## src/rtl/l1_mem_arbiter_pkg.sv

```systemverilog
// Shared memory-link types for the L1 memory arbiter: line address, write line,
// response word, client index and arbiter state.
package Mem;
    localparam int LINEADDR_BITS = 28;
    localparam int LINE_BITS     = 128;
    localparam int WORD_BITS     = 32;
    localparam int MAX_CLIENTS   = 16;

    typedef logic [LINEADDR_BITS-1:0]       lineaddr_t;
    typedef logic [LINE_BITS-1:0]           line_t;
    typedef logic [WORD_BITS-1:0]           w_t;
    typedef logic [$clog2(MAX_CLIENTS)-1:0] cli_idx_t;

    typedef enum logic [1:0] {
        IDLE = 2'd0,
        REQ  = 2'd1,
        WAIT = 2'd2
    } arb_state_e;
endpackage

```

## src/rtl/l1_mem_arbiter_rr_arbiter.sv

```systemverilog
// Combinational round-robin picker: returns the first requesting client at or
// after i_rr_ptr, wrapping cyclically, plus a flag that any client is requesting.
module rr_arbiter
    import Mem::*;
#(
    parameter int NUM_CLIENTS = 2
) (
    input  logic [NUM_CLIENTS-1:0] i_req,
    input  cli_idx_t               i_rr_ptr,
    output cli_idx_t               o_grant,
    output logic                   o_any_valid
);
    logic [NUM_CLIENTS-1:0] w_mask;
    logic [NUM_CLIENTS-1:0] w_req_hi;

    genvar gi;
    generate
        for (gi = 0; gi < NUM_CLIENTS; gi++) begin : g_mask
            assign w_mask[gi] = (cli_idx_t'(gi) >= i_rr_ptr);
        end
    endgenerate

    assign w_req_hi    = i_req & w_mask;
    assign o_any_valid = |i_req;

    // Lowest request overall is the wrap-around fallback; lowest at/after the pointer wins if present.
    always_comb begin
        o_grant = '0;
        for (int i = NUM_CLIENTS - 1; i >= 0; i--) begin
            if (i_req[i]) o_grant = cli_idx_t'(i);
        end
        for (int i = NUM_CLIENTS - 1; i >= 0; i--) begin
            if (w_req_hi[i]) o_grant = cli_idx_t'(i);
        end
    end
endmodule

```

## src/rtl/l1_mem_arbiter.sv

```systemverilog
// Round-robin arbiter of NUM_CLIENTS L1 memory ports onto one memory port, one
// transaction in flight. Define MEMARB_PERF_EN to add per-client perf counters.
module l1_mem_arbiter
    import Mem::*;
#(
    parameter int NUM_CLIENTS = 2,
    parameter int ADDR_W      = $bits(Mem::lineaddr_t),
    parameter int LINE_W      = $bits(Mem::line_t),
    parameter int WORD_W      = $bits(Mem::w_t),
    parameter int CNT_W       = 32
) (
    input  logic                          clk,
    input  logic                          rst,
    input  logic [NUM_CLIENTS-1:0]        cli_req_valid,
    input  logic [NUM_CLIENTS-1:0]        cli_req_we,
    input  logic [NUM_CLIENTS*ADDR_W-1:0] cli_req_addr,
    input  logic [NUM_CLIENTS*LINE_W-1:0] cli_req_data,
    output logic [NUM_CLIENTS-1:0]        cli_req_ready,
    output logic [NUM_CLIENTS-1:0]        cli_resp_ack,
    output logic [WORD_W-1:0]             cli_resp_data,
    output logic                          mem_req_valid,
    output logic                          mem_req_we,
    output logic [ADDR_W-1:0]             mem_req_addr,
    output logic [LINE_W-1:0]             mem_req_data,
    input  logic                          mem_req_ready,
    input  logic                          mem_resp_ack,
    input  logic [WORD_W-1:0]             mem_resp_data
`ifdef MEMARB_PERF_EN
    ,
    output logic [NUM_CLIENTS*CNT_W-1:0]  perf_grants,
    output logic [NUM_CLIENTS*CNT_W-1:0]  perf_wait
`endif
);
    arb_state_e             r_state;
    cli_idx_t               r_grant;
    cli_idx_t               r_rr_ptr;
    logic                   r_seen_grant;

    cli_idx_t               w_arb_grant;
    logic                   w_any_valid;
    logic [NUM_CLIENTS-1:0] w_grant_oh;
    logic                   w_accept;
    logic                   w_done;
    logic                   w_sel_valid;
    cli_idx_t               w_next_ptr;

    rr_arbiter #(
        .NUM_CLIENTS (NUM_CLIENTS)
    ) u_rr_arbiter (
        .i_req       (cli_req_valid),
        .i_rr_ptr    (r_rr_ptr),
        .o_grant     (w_arb_grant),
        .o_any_valid (w_any_valid)
    );

    genvar gi;
    generate
        for (gi = 0; gi < NUM_CLIENTS; gi++) begin : g_route
            assign w_grant_oh[gi]    = (r_grant == cli_idx_t'(gi));
            assign cli_req_ready[gi] = w_accept && w_grant_oh[gi];
            assign cli_resp_ack[gi]  = w_done && w_grant_oh[gi];
        end
    endgenerate

    assign w_accept      = (r_state == REQ) && mem_req_ready;
    assign w_done        = (w_accept && mem_resp_ack) || ((r_state == WAIT) && mem_resp_ack);
    assign w_sel_valid   = |(cli_req_valid & w_grant_oh);
    assign w_next_ptr    = (r_grant == cli_idx_t'(NUM_CLIENTS - 1)) ? '0 : r_grant + cli_idx_t'(1);
    assign mem_req_valid = (r_state == REQ);
    assign cli_resp_data = mem_resp_data;

    always_comb begin
        mem_req_we   = 1'b0;
        mem_req_addr = '0;
        mem_req_data = '0;
        for (int i = 0; i < NUM_CLIENTS; i++) begin
            if (w_grant_oh[i]) begin
                mem_req_we   = cli_req_we[i];
                mem_req_addr = cli_req_addr[i*ADDR_W +: ADDR_W];
                mem_req_data = cli_req_data[i*LINE_W +: LINE_W];
            end
        end
    end

    always_ff @(posedge clk) begin
        if (rst) begin
            r_state      <= IDLE;
            r_grant      <= '0;
            r_rr_ptr     <= '0;
            r_seen_grant <= 1'b0;
        end else begin
            case (r_state)
                IDLE: begin
                    if (w_any_valid) begin
                        r_grant      <= w_arb_grant;
                        r_state      <= REQ;
                        r_seen_grant <= 1'b1;
                    end
                end
                REQ: begin
                    if (mem_req_ready) r_state <= mem_resp_ack ? IDLE : WAIT;
                end
                WAIT: begin
                    if (mem_resp_ack) r_state <= IDLE;
                end
                default: r_state <= IDLE;
            endcase
            if (w_done) r_rr_ptr <= w_next_ptr;
        end
    end

    // Stale acks straight after reset belong to an abandoned transaction and are tolerated.
    always_ff @(posedge clk) begin
        if (!rst) begin
            if (r_state == REQ) assert (w_sel_valid);
            if ((r_state == REQ) && !mem_req_ready) assert (!mem_resp_ack);
            if ((r_state == IDLE) && r_seen_grant) assert (!mem_resp_ack);
        end
    end

`ifdef MEMARB_PERF_EN
    logic [CNT_W-1:0] r_perf_grants [NUM_CLIENTS];
    logic [CNT_W-1:0] r_perf_wait   [NUM_CLIENTS];

    generate
        for (gi = 0; gi < NUM_CLIENTS; gi++) begin : g_perf
            always_ff @(posedge clk) begin
                if (rst) begin
                    r_perf_grants[gi] <= '0;
                    r_perf_wait[gi]   <= '0;
                end else begin
                    if (cli_req_ready[gi] && (r_perf_grants[gi] != '1))
                        r_perf_grants[gi] <= r_perf_grants[gi] + CNT_W'(1);
                    if (cli_req_valid[gi] && !((r_state == REQ) && w_grant_oh[gi])
                            && (r_perf_wait[gi] != '1))
                        r_perf_wait[gi] <= r_perf_wait[gi] + CNT_W'(1);
                end
            end
            assign perf_grants[gi*CNT_W +: CNT_W] = r_perf_grants[gi];
            assign perf_wait[gi*CNT_W +: CNT_W]   = r_perf_wait[gi];
        end
    endgenerate
`else
    logic [CNT_W-1:0] w_unused_cnt;
    assign w_unused_cnt = '0;
`endif
endmodule
```

## config.mk

```make
export PLATFORM = sky130hd
export DESIGN_NAME = l1_mem_arbiter
export DESIGN_NICKNAME = d
export VERILOG_FILES = /design/src/rtl/l1_mem_arbiter_pkg.sv /design/src/rtl/l1_mem_arbiter_rr_arbiter.sv /design/src/rtl/l1_mem_arbiter.sv
export SDC_FILE = /design/constraint.sdc
export NUM_CORES = 1
export LEC_CHECK = 0
export CAP_MARGIN = 0
export CORE_AREA = 2 2 211 213
export DETAILED_ROUTE_END_ITERATION = 7
export DIE_AREA = 0 0 213 215
export GPL_TIMING_DRIVEN = 0
export HOLD_SLACK_MARGIN = 0.02
export PLACE_DENSITY = 0.4
export SETUP_SLACK_MARGIN = 0.4
export SLEW_MARGIN = 20
export SYNTH_ARGS = -nofsm -noshare
export SYNTH_HDL_FRONTEND = slang
export SYNTH_SLANG_ARGS = --single-unit
```

## constraint.sdc

```tcl
create_clock -name clk -period 1.68 [get_ports clk]
set_input_delay 0.336 -clock clk [delete_from_list [all_inputs] [get_ports clk]]
set_output_delay 0.336 -clock clk [all_outputs]
set_load 0.03 [all_outputs]
```

=== Word level (Yosys, flattened, before mapping) ===
Index checks and enable logic that the tools add are counted.
W data, S select, Z words.

* Flip-flop bits (word level): 10
* Memories kept: 0
* Output and inout bits: 194
* RAM bits: 0
* Bits of input ports: 352
* Bits in latches: 0
* Word-level logic and storage cells: 42
* Bits in read-only memories: 0

* Mux-type cells: 16
* Reductions and logical operators: 13
* Equality and inequality tests: 6
* Bitwise gates (word level): 1
* Shift operators: 0
* $add $sub $neg: 1
* Div/mod/pow operators: 0
* Order comparisons: 2
* $mul: 0

{| class="wikitable"
|+ Operators with widths
! operator !! number
|-
| $mux W128 || 2
|-
| $mux W28 || 2
|-
| $ge A1 B4 Y1 const A || 2
|-
| $mux W2 || 4
|-
| $logic_and A1 B1 Y1 || 7
|-
| $mux W1 || 6
|-
| $pmux W2 S3 || 1
|-
| $add A4 B1 Y4 const B || 1
|-
| $eq A4 B1 Y1 const B || 1
|-
| $logic_not A4 Y1 || 1
|-
| $mux W4 || 1
|-
| $ne A2 B1 Y1 const B || 2
|-
| $reduce_and A3 Y1 || 1
|-
| $and A2 B2 Y2 || 1
|-
| $eq A2 B1 Y1 const B || 1
|-
| $eq A2 B2 Y1 const B || 1
|-
| $logic_not A2 Y1 || 1
|-
| $ne A2 B2 Y1 const B || 1
|-
| $reduce_and A2 Y1 || 1
|-
| $reduce_or A2 Y1 || 1
|-
| $logic_or A1 B1 Y1 || 1
|}

=== Longest topological paths before layout ===
* Depth after elaboration: 5
* Depth in mapped cells: 5
* Depth with buffers taken out: 3

=== Cells and area by module ===
A second synthesis with hierarchy kept.

* Cell total of the unflattened synthesis: 289
* Area total of the unflattened synthesis: 2421.1 um^2

{| class="wikitable"
|+ By module, submodules not included
! module !! sequential area each (um^2) !! times used !! area each (um^2) !! cells each
|-
| l1_mem_arbiter || 200.2 || 1 || 2371.0 || 282
|-
| rr_arbiter || 0.0 || 1 || 50.0 || 7
|}

=== Worst setup path after synthesis ===
Ideal clock, no wire load.

* Path kind: register to output
* Start: register r_grant[0]
* End: output port cli_req_ready[0]
* Stages on the path, launching flop included: 5
* Path slack: -41 ps
* Path buffers: 3
* Arrival time: 1385 ps
* Required time: 1344 ps
* Path through: dfxtp_1 buf_4 buf_6 buf_6 nor3_1

* Longest elaborated chain between the ends: 2

{| class="wikitable"
|+ Ends and longest elaborated chain
! item !! RTL line !! text
|-
| start: declaration || l1_mem_arbiter.sv:35 || <nowiki>cli_idx_t r_grant;</nowiki>
|-
| start signal: assignment || l1_mem_arbiter.sv:95 || <nowiki>r_grant <= w_arb_grant;</nowiki>
|-
| $logic_not A4 Y1 || l1_mem_arbiter.sv:59 || <nowiki>assign w_grant_oh[gi] = (r_grant == cli_idx_t'(gi));</nowiki>
|-
| $logic_and A1 B1 Y1 || l1_mem_arbiter.sv:60 || <nowiki>assign cli_req_ready[gi] = w_accept && w_grant_oh[gi];</nowiki>
|-
| end: declaration || l1_mem_arbiter.sv:18 || <nowiki>output logic [NUM_CLIENTS-1:0] cli_req_ready,</nowiki>
|}

Every way passes these cells.

=== Worst setup path in the final report ===
* Start: register r_grant[0]
* End: output port mem_req_data[52]

* Longest elaborated chain between the ends: 3
* Elaborated cells on any way between the ends: 4
* Classes of those cells: 1 x eq/ne; 2 x mux; 1 x reduce/logical

{| class="wikitable"
|+ Ends and longest elaborated chain
! item !! RTL line !! text
|-
| $logic_not A4 Y1 || l1_mem_arbiter.sv:59 ||
|-
| $mux W128 || l1_mem_arbiter.sv:77 || <nowiki>if (w_grant_oh[i]) begin</nowiki>
|-
| $mux W128 (*) || l1_mem_arbiter.sv:77 ||
|-
| end: declaration || l1_mem_arbiter.sv:24 || <nowiki>output logic [LINE_W-1:0] mem_req_data,</nowiki>
|}

Mark *: on every way between the ends. The rest lies on a longest branch, timed or not.

==> results.txt <==
Of the cells placed in the final design, the portion with a size suffix greater than 1 is 54.33%. Once detailed placement completed, the half-perimeter wirelength came to 16.82 mm. The minimum clock period after layout came out at 2.011 ns. In this run the core area contains 77 standard-cell rows. Clock slew at the register clock pins of the worst setup and hold paths: 0.03 ns.

Across the run, the number of max-cap violations was 0. The most critical setup path has its startpoint at r_grant[0]. The number of pins exceeding their max-slew limit in the final report came out at 0.

Summing all placed instances gives a cell area of 8579 um^2. Port buffering added 513 buffers. Counting every instance in the synthesized netlist gives 233. For this configuration, the core starts out at a cell density of 5.433%. The die covers 45800 um^2. The buffer type at the clock tree root was sky130_fd_sc_hd__clkbuf_16. For this run, the share of the core covered by cells in the final layout is 21.76%. The worst setup path is captured at an output port. The logs give 0.23 ns for the clock latency at the later pin of the worst-skew pair and 3.873 mW for the total power of the final layout. The average cell area after synthesis is 10.18 um^2. The initial antenna violation count is 0, and the via density per instance is 2.931.

For this run, design rule violations remaining after detail routing come to 0. In this run the worst path has a maximum fanout of 9. The worst hold path begins at r_rr_ptr[0].

The most frequently used flop master after synthesis was sky130_fd_sc_hd__dfxtp_1. Type of the tightest min-delay check: reg -> reg. The y dimension of the die was 215 um.

The number of H-tree branching levels was 1. The final reports fail on setup timing. Counting every net in the synthesized netlist gives 585.

Wires add up to 19.74 mm. Summing every instance area after synthesis gives 2371 um^2. The number of antenna diodes in the final layout is 0. The final setup violation count is 161, and the normalized max-slew margin is 78.81%. The portion of the clock cycle consumed by the worst path in the final layout works out to 119.7%. Worst setup path category: reg -> out. TritonCTS built the clock tree. For the final cell area excluding filler cells, the log shows 9497 um^2. Detailed-route via count: 4071.

The flow ran to the end, but the final reports show violations. The count of final hold-check violations is 0. Synthesis instantiated 18 different standard cells from the library. The clock drives 4 sinks. In this run, synthesis produced a sequential element count of 4. Power spread over the standard cell area amounts to 407.8 nW/um^2. The longest clock path from root to sink contains 2 buffers. The commonest cells after synthesis are 158 x sky130_fd_sc_hd__mux2_2, 33 x sky130_fd_sc_hd__buf_4, 10 x sky130_fd_sc_hd__buf_6, 7 x sky130_fd_sc_hd__buf_2, 6 x sky130_fd_sc_hd__nor2_1. The cell that appears most often on the critical path is sky130_fd_sc_hd__buf_12. Setup repair after global routing could not meet its margin everywhere. Routability-driven placement finished with a final weighted congestion of 0.7560. The total congestion overflow is 0, and the final setup slack of the worst path is -0.3306 ns. Traced cell by cell, the critical path runs through buf_12, buf_12, buf_16, buf_12, buf_6, mux2_4, buf_6. The count of nets left with antenna violations once routing finished came out at 0.

Buffers inserted during clock tree synthesis total 3. Across all register-to-register paths, the minimum setup slack is 0.30 ns. Between clock sinks in the finished design, the worst skew comes to 0.0001682 ns. The number of design-rule violations left by the first detailed-router iteration is 56. The number of flops mapped to enable cells by yosys was 0; the worst ir drop on vdd was 0.2190 mV. The largest single stage delay on the critical path is 0.31 ns. After the last flow step, the layout net total stands at 1151. Summed over all cells, the static leakage comes to 4.034 nW. In the global route stage, overall resource usage came out at 7.718%. The startpoint identified for the worst register-to-register timing path is r_state[0].

The run gives 11 as the largest net degree at the start of global routing. sky130_fd_sc_hd__mux2_2 takes more of the synthesized area than any other cell. The run gives 4264 as the via count of the first global-routing pass. After detailed routing, the average wire length per cell comes to 14.21 um.

The count of pins on the block boundary is 546. The startpoint type of the worst setup path is a register. The logs give 1.34 ns for the critical path required time and 4816 for the total of fill cells in the finished design. In the post-synthesis netlist, the biggest area contributors are sky130_fd_sc_hd__mux2_2 75%, sky130_fd_sc_hd__buf_4 10%, sky130_fd_sc_hd__buf_6 4.7%, sky130_fd_sc_hd__dfxtp_1 3.4%, sky130_fd_sc_hd__buf_2 1.5%. The first detailed-routing pass ran for 4 iterations.

In the synthesized netlist the async set-or-reset flop fraction comes to 0%. The first-pass GRT wire length was 26.63 mm; the worst path arrival time was 1.67 ns. Measured along the x axis, the die boundary spans 213 um.

The share of the synthesized area in the top cell type is 75.04%, and the relative area change from synthesis to final layout is 300.5%. The slew at the pin closest to its max-slew limit is 0.3192 ns. The logs give 3.377% for the sequential element share of the synthesized area and 43640 um^2 for the core footprint. The number of synthesis warnings came out at 0. For this run, the top clock speed supported by timing is 0.4974 GHz. In the post-synthesis netlist, the cell with the most instances is sky130_fd_sc_hd__mux2_2. The critical-path cell with the highest stage delay was sky130_fd_sc_hd__dfxtp_2.
==> cells in the final DEF, fill, tap and decap left out <==
master / netlist / final
sky130_fd_sc_hd__a21o_1: 1 / 1
sky130_fd_sc_hd__a21oi_1: 1 / 1
sky130_fd_sc_hd__and2b_2: 0 / 1
sky130_fd_sc_hd__and3b_2: 0 / 1
sky130_fd_sc_hd__buf_12: 0 / 25
sky130_fd_sc_hd__buf_16: 0 / 6
sky130_fd_sc_hd__buf_2: 7 / 61
sky130_fd_sc_hd__buf_4: 33 / 48
sky130_fd_sc_hd__buf_6: 10 / 116
sky130_fd_sc_hd__buf_8: 0 / 3
sky130_fd_sc_hd__clkbuf_16: 0 / 4
sky130_fd_sc_hd__clkdlybuf4s50_1: 0 / 318
sky130_fd_sc_hd__clkinvlp_4: 0 / 1
sky130_fd_sc_hd__dfxtp_1: 4 / 1
sky130_fd_sc_hd__dfxtp_2: 0 / 1
sky130_fd_sc_hd__dfxtp_4: 0 / 2
sky130_fd_sc_hd__dlygate4sd2_1: 0 / 33
sky130_fd_sc_hd__mux2_2: 158 / 36
sky130_fd_sc_hd__mux2_4: 0 / 122
sky130_fd_sc_hd__nand2_1: 1 / 1
sky130_fd_sc_hd__nand2b_1: 1 / 1
sky130_fd_sc_hd__nand3_1: 1 / 1
sky130_fd_sc_hd__nor2_1: 6 / 4
sky130_fd_sc_hd__nor2_4: 0 / 2
sky130_fd_sc_hd__nor2b_1: 2 / 1
sky130_fd_sc_hd__nor2b_4: 0 / 1
sky130_fd_sc_hd__nor3_1: 3 / 1
sky130_fd_sc_hd__nor3_4: 0 / 2
sky130_fd_sc_hd__o21ai_4: 0 / 1
sky130_fd_sc_hd__o311a_1: 1 / 1
==> stage by stage <==
stage | std cells | TNS [ns] | hold slack, ns | setup WS [ns]
2_1_floorplan | 233 | 0 | 0.3977 | 0.2344
3_3_place_gp | 1338 | -78.88 | 0.5779 | -0.5908
3_5_place_dp | 1338 | -77.14 | 0.5927 | -0.5802
4_1_cts | 1377 | -36.48 | 0.6005 | -0.3796
5_1_grt | 1389 | -38.86 | 0.6505 | -0.3698
6_report | 1389 | -33.67 | 0.5993 | -0.3306
==> per-layer routing <==
metal  up-vias  GRT usage, %  wire length, um  part of all wire [%]
met5         -             0                0                     0
met3         7         1.695             1894                   9.6
met1      1850         8.218             6895                    35
li1       1954             -                -                     -
met2       260         15.59            10850                    55
met4         0        0.7692               94                  0.48
==> cells by family after synthesis <==
family / synth area share, %
compound gates: 1.319
buf+inv: 16.83
flops: 3.377
mux: 75.04
simple gates: 3.430
==> registers in the layout (all words and copies together), names as in the netlist <==
| name | cells |
|---|---|
| r_grant | 1 |
| r_rr_ptr | 1 |
| r_state | 2 |
==> worst max-delay path, delay by kind of cell, from the launching register on <==
family	cells	cell delay [ns]
DFF	1	0.31
muxes	1	0.31
buffers and inverters	6	0.81
==> report_power, final <==
group	internal [mW]	switching, mW	leakage, nW	total, mW
Combinational	1.95	1.44	3.96	3.39
Sequential	0.101	0.00496	0.0345	0.106
Clock	0.305	0.0743	0.0370	0.379
Total	2.36	1.52	4.03	3.87
==> cell type report <==
type                            count  area (um^2)  area share (%)
Timing Repair Buffer              561         5572           58.67
Multi-Input combinational cell    178         2405           25.32
Tap cell                          592        740.7           7.800
Buffer                             50        608.1           6.403
Sequential cell                     4        88.84          0.9354
Clock buffer                        3        75.07          0.7905
Inverter                            1        7.507         0.07905
==> what timing repair did <==
item / CTS / global route
buffers inserted: 31 / 11
cloned: 5 / 1
gates resized for setup: 1081 / 94
setup endpoints to repair: 195 / 164
hold buffers: 0 / 0
pin swaps: 4 / 4
==> path summary, 6_finish.rpt <==
check / end / cells after the start
setup / recovery: mem_req_data[52] / 7
hold / removal: r_grant[0] / 3
setup reg to reg: r_rr_ptr[0] / 5
hold reg to reg: r_grant[0] / 3
(Power assumes the default switching activity.)
